$ cat src/rtl/dfe_cfg_sequencer.sv
// -----------------------------------------------------------------------------
// dfe_cfg_sequencer
//
// Purpose:
//   Run-time configuration sequencer for the DFE receive chain
//   (fractional decimator -> notch pair -> CIC). A requester offers a new CIC
//   decimation exponent k and a notch enable over a valid/ready handshake.
//   A real change waits for the next CIC output-sample boundary
//   (sample_strobe), or for a timeout if no boundary arrives. The new
//   configuration is then applied, and the downstream output is muted for a
//   fixed settle window while the filter and CIC state flush.
//
// Parameters:
//   SETTLE_CYCLES  cycles out_mute stays high after an apply (1..255)
//   ALIGN_TIMEOUT  max cycles spent waiting for sample_strobe (1..255)
//   DEFAULT_K      decimation exponent after reset (0..4)
//   DEFAULT_NOTCH  filter_enable after reset
//
// Ports:
//   CLK            in   system clock, rising edge
//   RST            in   synchronous active-high reset
//   cfg_valid      in   request present, held with a stable payload until accepted
//   cfg_ready      out  sequencer can accept a request (IDLE only)
//   cfg_k          in   requested exponent k, D = 2^k, legal 0..4
//   cfg_notch_en   in   requested notch enable
//   sample_strobe  in   one-cycle pulse on a CIC output-sample boundary
//   cic_dec_factor out  applied decimation factor D = 1 << k
//   filter_enable  out  applied notch enable
//   out_mute       out  downstream samples must be discarded while high
//   busy           out  high while a change is waiting or settling
//   cfg_err        out  one-cycle pulse after accepting a request with k > 4
//
// All outputs come straight from registers.
// -----------------------------------------------------------------------------
module dfe_cfg_sequencer #(
   parameter int unsigned SETTLE_CYCLES = 64,
   parameter int unsigned ALIGN_TIMEOUT = 200,
   parameter int unsigned DEFAULT_K     = 0,
   parameter logic        DEFAULT_NOTCH = 1'b1
) (
   input  logic       CLK,
   input  logic       RST,
   input  logic       cfg_valid,
   output logic       cfg_ready,
   input  logic [2:0] cfg_k,
   input  logic       cfg_notch_en,
   input  logic       sample_strobe,
   output logic [4:0] cic_dec_factor,
   output logic       filter_enable,
   output logic       out_mute,
   output logic       busy,
   output logic       cfg_err
);

   // Counter load/compare values, sized once to the 8-bit counter width.
   localparam logic [7:0] SETTLE_LOAD = 8'(SETTLE_CYCLES - 1);
   localparam logic [7:0] ALIGN_LAST  = 8'(ALIGN_TIMEOUT - 1);
   localparam logic [4:0] DEFAULT_D   = 5'(1 << DEFAULT_K);

   typedef enum logic [1:0] {
      S_IDLE       = 2'd0,
      S_WAIT_ALIGN = 2'd1,
      S_SETTLE     = 2'd2
   } state_t;

   state_t     r_state,      w_state_next;
   logic [7:0] r_align_cnt,  w_align_cnt_next;
   logic [7:0] r_settle_cnt, w_settle_cnt_next;
   logic [4:0] r_pend_d,     w_pend_d_next;
   logic       r_pend_notch, w_pend_notch_next;
   logic [4:0] r_dec_factor, w_dec_factor_next;
   logic       r_filter_en,  w_filter_en_next;
   logic       r_mute,       w_mute_next;
   logic       r_busy,       w_busy_next;
   logic       r_err,        w_err_next;
   logic       r_ready,      w_ready_next;

   // Requested k decoded straight into the one-hot factor D = 1 << k.
   // An illegal k (5..7) decodes to all zeros, which doubles as the
   // legality check.
   logic [4:0] w_req_d;
   logic       w_req_legal;
   logic       w_req_same;
   logic       w_accept;

   genvar gi;
   generate
      for (gi = 0; gi < 5; gi++) begin : g_kdec
         assign w_req_d[gi] = (cfg_k == 3'(gi));
      end
   endgenerate

   assign w_req_legal = |w_req_d;
   assign w_req_same  = (w_req_d == r_dec_factor) && (cfg_notch_en == r_filter_en);
   assign w_accept    = cfg_valid && r_ready;

   // Next-state and next-output logic.
   always_comb begin
      w_state_next      = r_state;
      w_align_cnt_next  = r_align_cnt;
      w_settle_cnt_next = r_settle_cnt;
      w_pend_d_next     = r_pend_d;
      w_pend_notch_next = r_pend_notch;
      w_dec_factor_next = r_dec_factor;
      w_filter_en_next  = r_filter_en;
      w_mute_next       = r_mute;
      w_err_next        = 1'b0;
      w_busy_next       = 1'b0;
      w_ready_next      = 1'b0;

      case (r_state)
         S_IDLE: begin
            if (w_accept) begin
               if (!w_req_legal) begin
                  // Consumed, flagged, and nothing else changes.
                  w_err_next = 1'b1;
               end else if (!w_req_same) begin
                  // The pending factor is kept already decoded, so the
                  // apply step is a plain register copy.
                  w_pend_d_next     = w_req_d;
                  w_pend_notch_next = cfg_notch_en;
                  w_align_cnt_next  = 8'd0;
                  w_state_next      = S_WAIT_ALIGN;
               end
               // A legal request equal to the applied config is a no-op.
            end
         end

         S_WAIT_ALIGN: begin
            // A strobe in the accepting cycle is never seen here, because
            // this state is only entered at that edge.
            if (sample_strobe || (r_align_cnt == ALIGN_LAST)) begin
               w_dec_factor_next = r_pend_d;
               w_filter_en_next  = r_pend_notch;
               w_mute_next       = 1'b1;
               w_settle_cnt_next = SETTLE_LOAD;
               w_state_next      = S_SETTLE;
            end else begin
               w_align_cnt_next = r_align_cnt + 8'd1;
            end
         end

         S_SETTLE: begin
            // The counter is loaded with SETTLE_CYCLES-1 and exits on the
            // edge after it reaches zero. Mute therefore stays high for
            // exactly SETTLE_CYCLES cycles.
            if (r_settle_cnt == 8'd0) begin
               w_mute_next  = 1'b0;
               w_state_next = S_IDLE;
            end else begin
               w_settle_cnt_next = r_settle_cnt - 8'd1;
            end
         end

         default: begin
            w_mute_next  = 1'b0;
            w_state_next = S_IDLE;
         end
      endcase

      // The handshake and status flags follow the state being entered, so
      // they stay aligned with the registered state.
      w_ready_next = (w_state_next == S_IDLE);
      w_busy_next  = (w_state_next != S_IDLE);
   end

   // State and output registers.
   always_ff @(posedge CLK) begin
      if (RST) begin
         r_state      <= S_IDLE;
         r_align_cnt  <= 8'd0;
         r_settle_cnt <= 8'd0;
         r_pend_d     <= DEFAULT_D;
         r_pend_notch <= DEFAULT_NOTCH;
         r_dec_factor <= DEFAULT_D;
         r_filter_en  <= DEFAULT_NOTCH;
         r_mute       <= 1'b0;
         r_busy       <= 1'b0;
         r_err        <= 1'b0;
         r_ready      <= 1'b0;
      end else begin
         r_state      <= w_state_next;
         r_align_cnt  <= w_align_cnt_next;
         r_settle_cnt <= w_settle_cnt_next;
         r_pend_d     <= w_pend_d_next;
         r_pend_notch <= w_pend_notch_next;
         r_dec_factor <= w_dec_factor_next;
         r_filter_en  <= w_filter_en_next;
         r_mute       <= w_mute_next;
         r_busy       <= w_busy_next;
         r_err        <= w_err_next;
         r_ready      <= w_ready_next;
      end
   end

   assign cfg_ready      = r_ready;
   assign cic_dec_factor = r_dec_factor;
   assign filter_enable  = r_filter_en;
   assign out_mute       = r_mute;
   assign busy           = r_busy;
   assign cfg_err        = r_err;

endmodule
$ cat config.mk
export PLATFORM = sky130hd
export DESIGN_NAME = dfe_cfg_sequencer
export DESIGN_NICKNAME = d
export VERILOG_FILES = /design/src/rtl/dfe_cfg_sequencer.sv
export SDC_FILE = /design/constraint.sdc
export NUM_CORES = 1
export LEC_CHECK = 0
export ABC_AREA = 1
export BUFFER_PORTS_ARGS = -buffer_cell sky130_fd_sc_hd__buf_4
export CAP_MARGIN = 30
export CORE_ASPECT_RATIO = 1.2
export CORE_MARGIN = 4
export CORE_UTILIZATION = 35
export DETAILED_ROUTE_END_ITERATION = 8
export HOLD_SLACK_MARGIN = 0.02
export SLEW_MARGIN = 20
export SYNTH_ARGS = -nofsm -noshare
export SYNTH_HDL_FRONTEND = slang
export SYNTH_SLANG_ARGS = --single-unit
$ cat constraint.sdc
create_clock -name CLK -period 2.9 [get_ports CLK]
set_input_delay 0.145 -clock CLK [delete_from_list [all_inputs] [get_ports CLK]]
set_output_delay 0.145 -clock CLK [all_outputs]
set_load 0.01 [all_outputs]
# == After elaboration in Yosys (flattened, before gate mapping) ==
# Cells that the tools add are included.
# op_classes
n_addsub,2
n_eq_ne,16
n_mux,18
bitwise,3
n_reduce_logical,17
# ops
op,n
$mux 8,6
$pmux 8 s2,2
$ne 2x2->1 const B,7
$mux 2,5
$add 8x1->8 const B,1
$eq 8x8->1 const B,1
$logic_not 8->1,1
$sub 8x1->8 const B,1
$eq 3x2->1 const B,2
$pmux 2 s3,1
$reduce_and 3->1,2
$reduce_bool 2->1,3
$eq 5x5->1,1
$reduce_and 5->1,1
$reduce_or 5->1,1
$logic_not 2->1,2
$reduce_and 4->1,1
$eq 3x1->1 const B,1
$eq 3x3->1 const B,1
$logic_not 3->1,1
$mux 1,3
$not 1->1,3
$pmux 1 s3,1
$reduce_or 3->1,1
6 further kinds,7
# totals
regBits,34
out_inout_bits,10
word_cells,67

# == Logic depth before layout (Yosys ltp) ==
# Gate-level depths: netlist of run 1.
# logic_depth
ltp_word,8
mapped_depth,12
depth_no_buf,12

# == Worst setup path before layout of run 1 ==
# No wires, ideal clock.
# synth_timing
path_type,reg2reg
from,register r_settle_cnt[0]
to,register r_settle_cnt[1]
setup_time_ps,113
arrival_time_ps,1424
setup_slack_ps,1363
stages_incl_launch_ff,12
synth_period_minus_slack_ps,1537
cell_sequence,dfxtp_1 > inv_1 > ha_1 > nand3_1 > nor2_1 > nand3_1 > nand2_1 > nand2_2 > inv_2 > a21oi_1 > o21ai_1 > inv_1
# synth_via
elab_chain_cells,3
elab_cells_between_ends,6
cone_classes,add/sub (1); eq/ne (1); mux (2); reduce/logical (2)
# synth_rtl
item,line_no,source
"start, declared",68,"logic [7:0] r_settle_cnt, w_settle_cnt_next;"
"start signal, assigned",184,r_settle_cnt <= w_settle_cnt_next;
$sub 8x1->8 / $logic_not 8->1 (equally long branches),"151, 147",
$mux 8 / $ne 2x2->1 (equally long branches),n/a,
$pmux 8 s2 / $reduce_and 3->1 (equally long branches),n/a,
# Several ways; a longest one is shown, not always the timed one. The select of a mux whose other input is x is not followed.
# A chain may end at the register's enable or synchronous reset.

# == Worst setup path after layout of run 1 ==
# layout_timing
from,register r_align_cnt[0]
to,register r_settle_cnt[1]
# layout_via
elab_chain_cells,4
# layout_rtl
item,line_no,source
"start, declared",67,"logic [7:0] r_align_cnt, w_align_cnt_next;"
"start signal, assigned",183,r_align_cnt <= w_align_cnt_next;
$eq 8x8->1,132,if (sample_strobe || (r_align_cnt == ALIGN_LAST)) begin
$logic_or 1x1->1,132,
$ne 2x2->1 (no line),n/a,
$reduce_and 3->1 (no line),n/a,
# Every way passes these cells.

==> results.yml, run 1 <==
routing:
  firstDrtPassIters: 4
  wl_per_cell_um: 11.7
  drt_iter0_markers: 86
  drc_errors: 0
  drtAntennaViolNets: 0
  drt_wl_total_mm: 3.71
  avgViaCountPerCell: 4.71
  via_count: 1498
global_routing:
  grt_antenna_before_repair: 0
  track_usage_pct: 12.8
  first_global_vias: 1364
  grt_max_degree: 24
  grt_remaining_overflow: 0
  grt_pass1_wl_mm: 6.20
critical_path:
  slowest_stage: "dfxtp_1"
  crit_path_max_fanout: 13
  worst-path-buf-inv: 2
  cp-end-kind: "flop"
  path_cells: "ha_1 > nand2_1 > nor2_1 > nand4_1 > nand2_1 > nand2_1 > nand2_2 > inv_2 > a21oi_1 > o21ai_1 > inv_1"
  cp-start-kind: "flop"
  required_ns: 3.08
  reg2regPathDepth: 11
  cpMostUsedCell: "nand2_1"
  slowest_delay_ns: 0.34
  r2r_slack_ns: 1.0
  crit_family: "simple AND/OR/NAND/NOR gates"
  reg2reg_to: "r_settle_cnt[1]"
  cp.arrival_ns: 2.08
  path_class: "flop to flop"
  worstReg2RegStart: "r_align_cnt[0]"
hold_path:
  hold_depth: 3
  hold_class: "primary input to flop"
  holdPathEnd: "r_pend_notch"
  holdCritStartpoint: "cfg_notch_en"
cts:
  htree_num_levels: 2
  hold_buffers: 0
  insertion_delay_ns: 0.28
  cts-resized-gates: 0
  cts_tree: "done"
  cts_made_buffers: 5
  clock-sinks: 34
  cts_setup_buffers: 0
  path_clk_slew_ns: 0.07
  clk_root_buffer_cell: "clkbuf_8"
  cts_buffer_depth: 2
synth:
  yosysWarningCount: 0
  ys.flop_type: "dfxtp_1"
  synth_cell_types: 26
  synthTopCellsByArea: "dfxtp_1 39%, nand2_1 8.6%, nand3_1 7.2%"
  synth_edf_count: 0
  postSynthAreaPerCell_sq_um: 7.26
  synth-compound-area-share_pct: 12.3
  seq_area_frac_synth_pct: 39.1
  synth-simple-area-share_pct: 33.6
  yosysMostFrequentCell: "nand2_1"
  synth_seq_cells: 34
  synthesis.nets: 250
  syn_area_sq_mm: 0.00174
  synth_commonest_cells: "40 x nand2_1, 34 x dfxtp_1, 29 x nor2_1"
  synthMuxAreaShare_pct: 0
  synthCells: 240
  yosysTopAreaCell: "dfxtp_1"
  synth_top_family_by_area: "simple AND/OR/NAND/NOR gates"
  synthArstFlopShare_pct: 0
  synth_top_area_share_pct: 39.1
  synth-adder-area-share_pct: 1.44
  synthXorXnorAreaFrac_pct: 5.53
sta:
  skew_ns: 0.00469
  rsz0062_at_grt: "no"
  period_needed_ns: 1.90
  final-setup-viol-count: 0
  holdWs_ns: 0.170
  max_freq_mhz: 526
  tns_ns: 0
  tightest_slew_ns: 0.430
  fin_crit_sh_pct: 65.5
  slew_headroom_pct: 71.3
  drv_slew: 0
  hold_viol: 0
power:
  p_per_area_mw_per_mm2: 494
  ir_worst_vdd_mv: 0.198
  power.leakage_nw: 0.798
placement:
  gp_congestion: 0.827
  portBuffers: 17
  dp.cells: 310
  hpwl_mm: 2.78
run_status:
  status: "finished clean"
layout:
  drive_gt1_share_pct: 20.4
  diodes: 0
  fin_nets: 269
  area_delta_synth_final_pct: 14.7
  final_cells: 318
floorplan:
  rows: 27
  die_area_sq_mm: 0.00618
  die_height_um: 85.3
  die_x_um: 72.4
  start_util_pct: 37.1
  io_pins: 18
  core_sq_mm: 0.00470
job:
  maxCapViolCount: 0
[worst register-to-register path: stages, from the launching register on]
cell and delay, ns:
dfxtp_1 0.34, ha_1 0.22, nand2_1 0.13, nor2_1 0.06, nand4_1 0.08, nand2_1 0.06, nand2_1 0.31, nand2_2 0.19
inv_2 0.18, a21oi_1 0.06, o21ai_1 0.12, inv_1 0.04
[worst max-delay path by stage]
stage / startpoint / cells past startpoint / to / slack, ns
after floorplan: r_settle_cnt[0] / 11 / r_settle_cnt[1] / 1.36
after global placement: r_align_cnt[0] / 11 / r_settle_cnt[1] / 1.07
after detailed placement: r_align_cnt[0] / 11 / r_settle_cnt[1] / 1.00
after CTS: r_align_cnt[0] / 11 / r_settle_cnt[1] / 1.00
after global routing: r_align_cnt[0] / 11 / r_settle_cnt[1] / 0.80
final: r_align_cnt[0] / 11 / r_settle_cnt[1] / 1.0
[per-layer routing]
metal	wire, um	track usage [%]
met5	0	0
met1	1750	15.7
met2	1730	20.7
met4	73	6.04
met3	165	3.20
[logic make-up after synthesis]
group / Yosys count
and+or+nand+nor: 123
AOI/OAI and AO/OA: 37
DFF: 34
buffers and inverters: 33
xor gates and xnor gates: 11
adders and majority gates: 2
[state kept, by name, summed over array words and instances, names as in the netlist]
name,cells
out_mute,1
cfg_ready,1
r_align_cnt,8
r_settle_cnt,8
r_pend_notch,1
cic_dec_factor,5
filter_enable,1
r_pend_d,5
cfg_err,1
busy,1
r_state,2
[through the flow]
stage	utilization, %	area (sq um)	power (mW)	setup WS [ns]
finish	42.6	2000	0.988	1.00
global route	42.6	2000	1.04	0.802
CTS	42.6	2000	1.01	1.00
detailed placement	40.6	1910	0.648	1.00
global placement	40.6	1910	0.647	1.07
floorplan	-	1740	0.609	1.36
[cell type report]
cell class | instances | area, sq um
Clock buffer | 7 | 86.3
Clock inverter | 1 | 5.00
Fill cell | 486 | 2700
Inverter | 28 | 105
Multi-Input combinational cell | 173 | 922
Sequential cell | 34 | 681
Tap cell | 58 | 72.6
Timing Repair Buffer | 17 | 128
[cell usage in the layout, fill, tap and decap left out, types with 4 or more instances in the layout]
master / synthesis / routed
xor2_1: 7 / 7
buf_4: 0 / 17
inv_2: 4 / 4
nand3_1: 25 / 25
nor2_1: 29 / 29
a21oi_2: 7 / 7
nand4_1: 4 / 4
xnor2_1: 4 / 4
inv_1: 24 / 24
clkbuf_8: 0 / 6
nand2_1: 40 / 40
a21oi_1: 19 / 19
nand2_2: 10 / 10
dfxtp_1: 34 / 34
o21ai_0: 8 / 8
[power by group]
part           leakage (nW)  switching, mW  internal [mW]
logic                 0.474         0.0889         0.0528
clock network        0.0482          0.161          0.191
registers             0.276         0.0114          0.483
Note: power is estimated with default switching activity, not from simulation.
==> inputs of run 2 (changes only) <==
==> constraint.sdc (replaced) <==
create_clock -name CLK -period 1.95 [get_ports CLK]
set_input_delay 0.0975 -clock CLK [delete_from_list [all_inputs] [get_ports CLK]]
set_output_delay 0.0975 -clock CLK [all_outputs]
set_load 0.01 [all_outputs]
==> results.yml, run 2 (synthesized netlist as in run 1, its figures left out) <==
power:
  p_per_area_mw_per_mm2: 738
  ir_worst_vdd_mv: 0.345
  finalPower_mw: 1.49
  power.leakage_nw: 0.807
critical_path:
  path_class: "flop to flop"
  slowest_delay_ns: 0.32
  path_cells: "inv_1 > ha_1 > nand3_1 > nor2_1 > nand3_1 > nand2_1 > nand2_2 > inv_4 > a21oi_1 > o21ai_1 > inv_1"
  worst-path-buf-inv: 3
  r2r_slack_ns: 0.24
  cp.arrival_ns: 1.89
  cp-end-kind: "flop"
  cp-start-kind: "flop"
  reg2regPathDepth: 11
  required_ns: 2.14
  reg2reg_to: "r_settle_cnt[1]"
  crit_path_max_fanout: 9
  worstReg2RegStart: "r_settle_cnt[0]"
  crit_family: "simple AND/OR/NAND/NOR gates"
  slowest_stage: "dfxtp_1"
hold_path:
  holdPathEnd: "r_pend_notch"
  hold_class: "primary input to flop"
  holdCritStartpoint: "cfg_notch_en"
  hold_depth: 3
placement:
  dp_slack_ns: 0.217
  gp_congestion: 0.853
  portBuffers: 17
  dp.cells: 312
  hpwl_mm: 2.79
layout:
  drive_gt1_share_pct: 21.4
  n_fill_cell: 483
  top_regs: "r_align_cnt (8), r_settle_cnt (8)"
  final_cell_mix: "40 x nand2_1, 34 x dfxtp_1, 29 x nor2_1, 25 x nand3_1, 24 x inv_1"
  fin_nets: 271
  final_common_cell: "nand2_1"
  area_delta_synth_final_pct: 15.9
  diodes: 0
  final_cells: 320
floorplan:
  start_util_pct: 37.1
  die_x_um: 72.4
  rows: 27
  io_pins: 18
  die_area_sq_mm: 0.00618
  die_height_um: 85.3
  core_sq_mm: 0.00470
sta:
  fin_crit_sh_pct: 87.5
  period_needed_ns: 1.71
  tightest_slew_ns: 0.333
  skew_ns: 0.00732
  drv_slew: 0
  tns_ns: 0
  fin_ws_ns: 0.243
  slew_headroom_pct: 77.8
  final-setup-viol-count: 0
  hold_viol: 0
  rsz0062_at_grt: "no"
  max_freq_mhz: 586
  holdWs_ns: 0.101
cts:
  cts_buffer_depth: 2
  insertion_delay_ns: 0.29
  cts_made_buffers: 5
  clk_root_buffer_cell: "clkbuf_8"
  htree_num_levels: 2
  cts_tree: "done"
  clock-sinks: 34
  path_clk_slew_ns: 0.07
  cts_setup_buffers: 0
global_routing:
  grt_remaining_overflow: 0
  grt_antenna_before_repair: 0
  track_usage_pct: 13.6
  first_global_vias: 1570
  grt_max_degree: 24
  grt_pass1_wl_mm: 6.66
run_status:
  status: "finished clean"
routing:
  drt_iter0_markers: 41
  firstDrtPassIters: 4
  drt_wl_total_mm: 3.74
  wl_per_cell_um: 11.7
  drtAntennaViolNets: 0
  drc_errors: 0
  via_count: 1574
  avgViaCountPerCell: 4.92
job:
  maxCapViolCount: 0
-- run 2: changes by cell type in the layout (fill, tap and decap cells not counted), sizes merged --
cell	change
clkinvlp	+1
buf	+2
clkbuf	-1
-- run 2: timing repair --
item,CTS,global route
hold endpoints to repair,0,0
hold buffers,0,0
endpoints found under the setup margin,0,1
resized for setup,0,1
-- run 2: worst max-delay path by stage --
stage | from | to | slack [ns] | depth (start not counted)
after floorplan | r_settle_cnt[0] | r_settle_cnt[1] | 0.41 | 11
after global placement | r_settle_cnt[0] | r_settle_cnt[1] | 0.28 | 11
after detailed placement | r_settle_cnt[0] | r_settle_cnt[1] | 0.22 | 11
after CTS | r_settle_cnt[0] | r_settle_cnt[1] | 0.20 | 11
after global routing | r_settle_cnt[0] | r_settle_cnt[1] | 0.007 | 11
final | r_settle_cnt[0] | r_settle_cnt[1] | 0.24 | 11
-- run 2: cell type report --
class                           instances  area [sq um]  area share (%)
Timing Repair Buffer                   19           143            7.06
Sequential cell                        34           681            33.7
Clock inverter                          2          12.5           0.619
Multi-Input combinational cell        173           922            45.6
Inverter                               28           108            5.33
Clock buffer                            6          82.6            4.09
Tap cell                               58          72.6            3.59
-- run 2: metrics by stage --
step,area (sq um),utilization [%]
4_1_cts,2020,43.0
3_3_place_gp,1920,41.0
6_report,2020,43.0
3_5_place_dp,1920,41.0
5_1_grt,2020,43.0
2_1_floorplan,1740,-
-- run 2: metal layers --
| layer | wire, um | part of all wire, % | global-route usage (%) |
|---|---|---|---|
| met1 | 1770 | 47 | 15.8 |
| met2 | 1670 | 45 | 22.7 |
| met3 | 170 | 4.6 | 2.84 |
| met4 | 123 | 3.3 | 8.22 |
| met5 | 0 | 0 | 0 |
-- run 2: power by group --
part	internal, mW	switching, mW	total, mW
combinational	0.0799	0.132	0.212
sequential	0.718	0.0168	0.735
clock	0.284	0.262	0.545
total	1.08	0.410	1.49
-- run 2: worst register-to-register path: stages (launching register included) --
cell and delay (ns):
dfxtp_1 0.32, inv_1 0.11, ha_1 0.20, nand3_1 0.12
nor2_1 0.14, nand3_1 0.12, nand2_1 0.12, nand2_2 0.14
inv_4 0.13, a21oi_1 0.05, o21ai_1 0.11, inv_1 0.05
==> inputs of run 3 (changes only) <==
--- a/config.mk
+++ b/config.mk
@@ -13,6 +13,7 @@
 export CORE_UTILIZATION = 35
 export DETAILED_ROUTE_END_ITERATION = 8
 export HOLD_SLACK_MARGIN = 0.02
+export PLACE_DENSITY = 0.51
 export SLEW_MARGIN = 20
 export SYNTH_ARGS = -nofsm -noshare
 export SYNTH_HDL_FRONTEND = slang
==> results.yml, run 3 (synthesized netlist as in run 1, its figures left out) <==
critical_path:
  reg2regPathDepth: 11
  slowest_stage: "dfxtp_1"
  worstReg2RegStart: "r_settle_cnt[0]"
  crit_family: "simple AND/OR/NAND/NOR gates"
  path_class: "flop to flop"
  cp.arrival_ns: 1.89
  reg2reg_to: "r_settle_cnt[1]"
  cp-end-kind: "flop"
  cp-start-kind: "flop"
  crit_path_max_fanout: 9
  worst-path-buf-inv: 3
  path_cells: "inv_1 > ha_1 > nand3_1 > nor2_1 > nand3_1 > nand2_1 > nand2_4 > inv_4 > a21oi_1 > o21ai_1 > inv_1"
  required_ns: 2.13
  crit_start: "r_settle_cnt[0]"
  slowest_delay_ns: 0.32
  r2r_slack_ns: 0.24
sta:
  fin_crit_sh_pct: 87.4
  slew_headroom_pct: 76.4
  holdWs_ns: 0.102
  final-setup-viol-count: 0
  hold_viol: 0
  max_freq_mhz: 586
  rsz0062_at_grt: "no"
  period_needed_ns: 1.71
  skew_ns: 0.00665
  tightest_slew_ns: 0.353
  tns_ns: 0
  drv_slew: 0
layout:
  multi_input_area_sq_um: 927
  fin_nets: 271
  drive_gt1_share_pct: 20.6
  regArea_sq_um: 681
  fin_area_sq_mm: 0.00204
  area_delta_synth_final_pct: 16.9
  final_cell_mix: "40 x nand2_1, 34 x dfxtp_1, 29 x nor2_1, 25 x nand3_1, 24 x inv_1"
  final_util_pct: 43.4
  final_common_cell: "nand2_1"
  diodes: 0
  top_regs: "r_align_cnt (8), r_settle_cnt (8)"
  n_fill_cell: 505
cts:
  clk_root_buffer_cell: "clkbuf_8"
  cts_made_buffers: 5
  cts_tree: "done"
  path_clk_slew_ns: 0.07
  cts-resized-gates: 0
  cts_buffer_depth: 2
  hold_buffers: 0
  clock-sinks: 34
  insertion_delay_ns: 0.28
  htree_num_levels: 2
  cts_setup_buffers: 0
floorplan:
  die_height_um: 85.3
  die_x_um: 72.4
  io_pins: 18
  rows: 27
  core_sq_mm: 0.00470
  die_area_sq_mm: 0.00618
  start_util_pct: 37.1
job:
  maxCapViolCount: 0
routing:
  drt_wl_total_mm: 3.77
  drc_errors: 0
  wl_per_cell_um: 11.8
  avgViaCountPerCell: 4.76
  firstDrtPassIters: 4
  via_count: 1524
  drtAntennaViolNets: 0
  drt_iter0_markers: 55
global_routing:
  track_usage_pct: 13.4
  first_global_vias: 1435
  grt_remaining_overflow: 0
  grt_antenna_before_repair: 0
  grt_max_degree: 24
  grt_pass1_wl_mm: 6.53
hold_path:
  hold_depth: 3
  holdPathEnd: "r_pend_notch"
  hold_class: "primary input to flop"
  holdCritStartpoint: "cfg_notch_en"
power:
  power.leakage_nw: 0.813
  ir_worst_vdd_mv: 0.308
  p_per_area_mw_per_mm2: 771
placement:
  hpwl_mm: 2.85
  dpl-instance-area_sq_mm: 0.00192
  portBuffers: 17
  gp_congestion: 0.786
run_status:
  status: "finished clean"
-- run 3: power by group --
part | internal [mW] | total [mW] | switching, mW | leakage, nW
Combinational | 0.0800 | 0.213 | 0.133 | 0.485
Clock | 0.382 | 0.624 | 0.241 | 0.0524
Sequential | 0.719 | 0.734 | 0.0152 | 0.276
Total | 1.18 | 1.57 | 0.389 | 0.813
-- run 3: worst register-to-register path: stages (launching register included) --
cell	delay, ns
dfxtp_1	0.32
inv_1	0.12
ha_1	0.21
nand3_1	0.12
nor2_1	0.13
nand3_1	0.13
nand2_1	0.15
nand2_4	0.11
inv_4	0.11
a21oi_1	0.05
o21ai_1	0.11
inv_1	0.04
-- run 3: routing by layer --
layer / track usage (%) / part of all wire, %
met1: 16.3 / 45
met2: 22.3 / 49
met3: 3.91 / 4.5
met4: 4.53 / 1.6
met5: 0 / 0
-- run 3: cell type report --
| type | count | area share [%] |
|---|---|---|
| clock buffer | 7 | 3.75 |
| clock inverter | 1 | 1.47 |
| inverter | 28 | 5.28 |
| multi-input combinational | 173 | 45.5 |
| sequential | 34 | 33.4 |
| tap | 58 | 3.56 |
| timing repair buffer | 19 | 7.00 |
-- run 3: metrics by stage --
step | total power [mW] | std cells | setup slack [ns]
floorplan | 0.905 | 240 | 0.413
global placement | 0.965 | 312 | 0.210
detailed placement | 0.963 | 312 | 0.154
CTS | 1.60 | 320 | 0.146
global route | 1.66 | 320 | 0.000916
finish | 1.57 | 320 | 0.245
-- run 3: worst max-delay path by stage --
stage | endpoint | depth (start not counted)
after floorplan | r_settle_cnt[1] | 11
after global placement | r_settle_cnt[1] | 11
after detailed placement | r_settle_cnt[1] | 11
after CTS | r_settle_cnt[1] | 11
after global routing | r_settle_cnt[1] | 11
final | r_settle_cnt[1] | 11
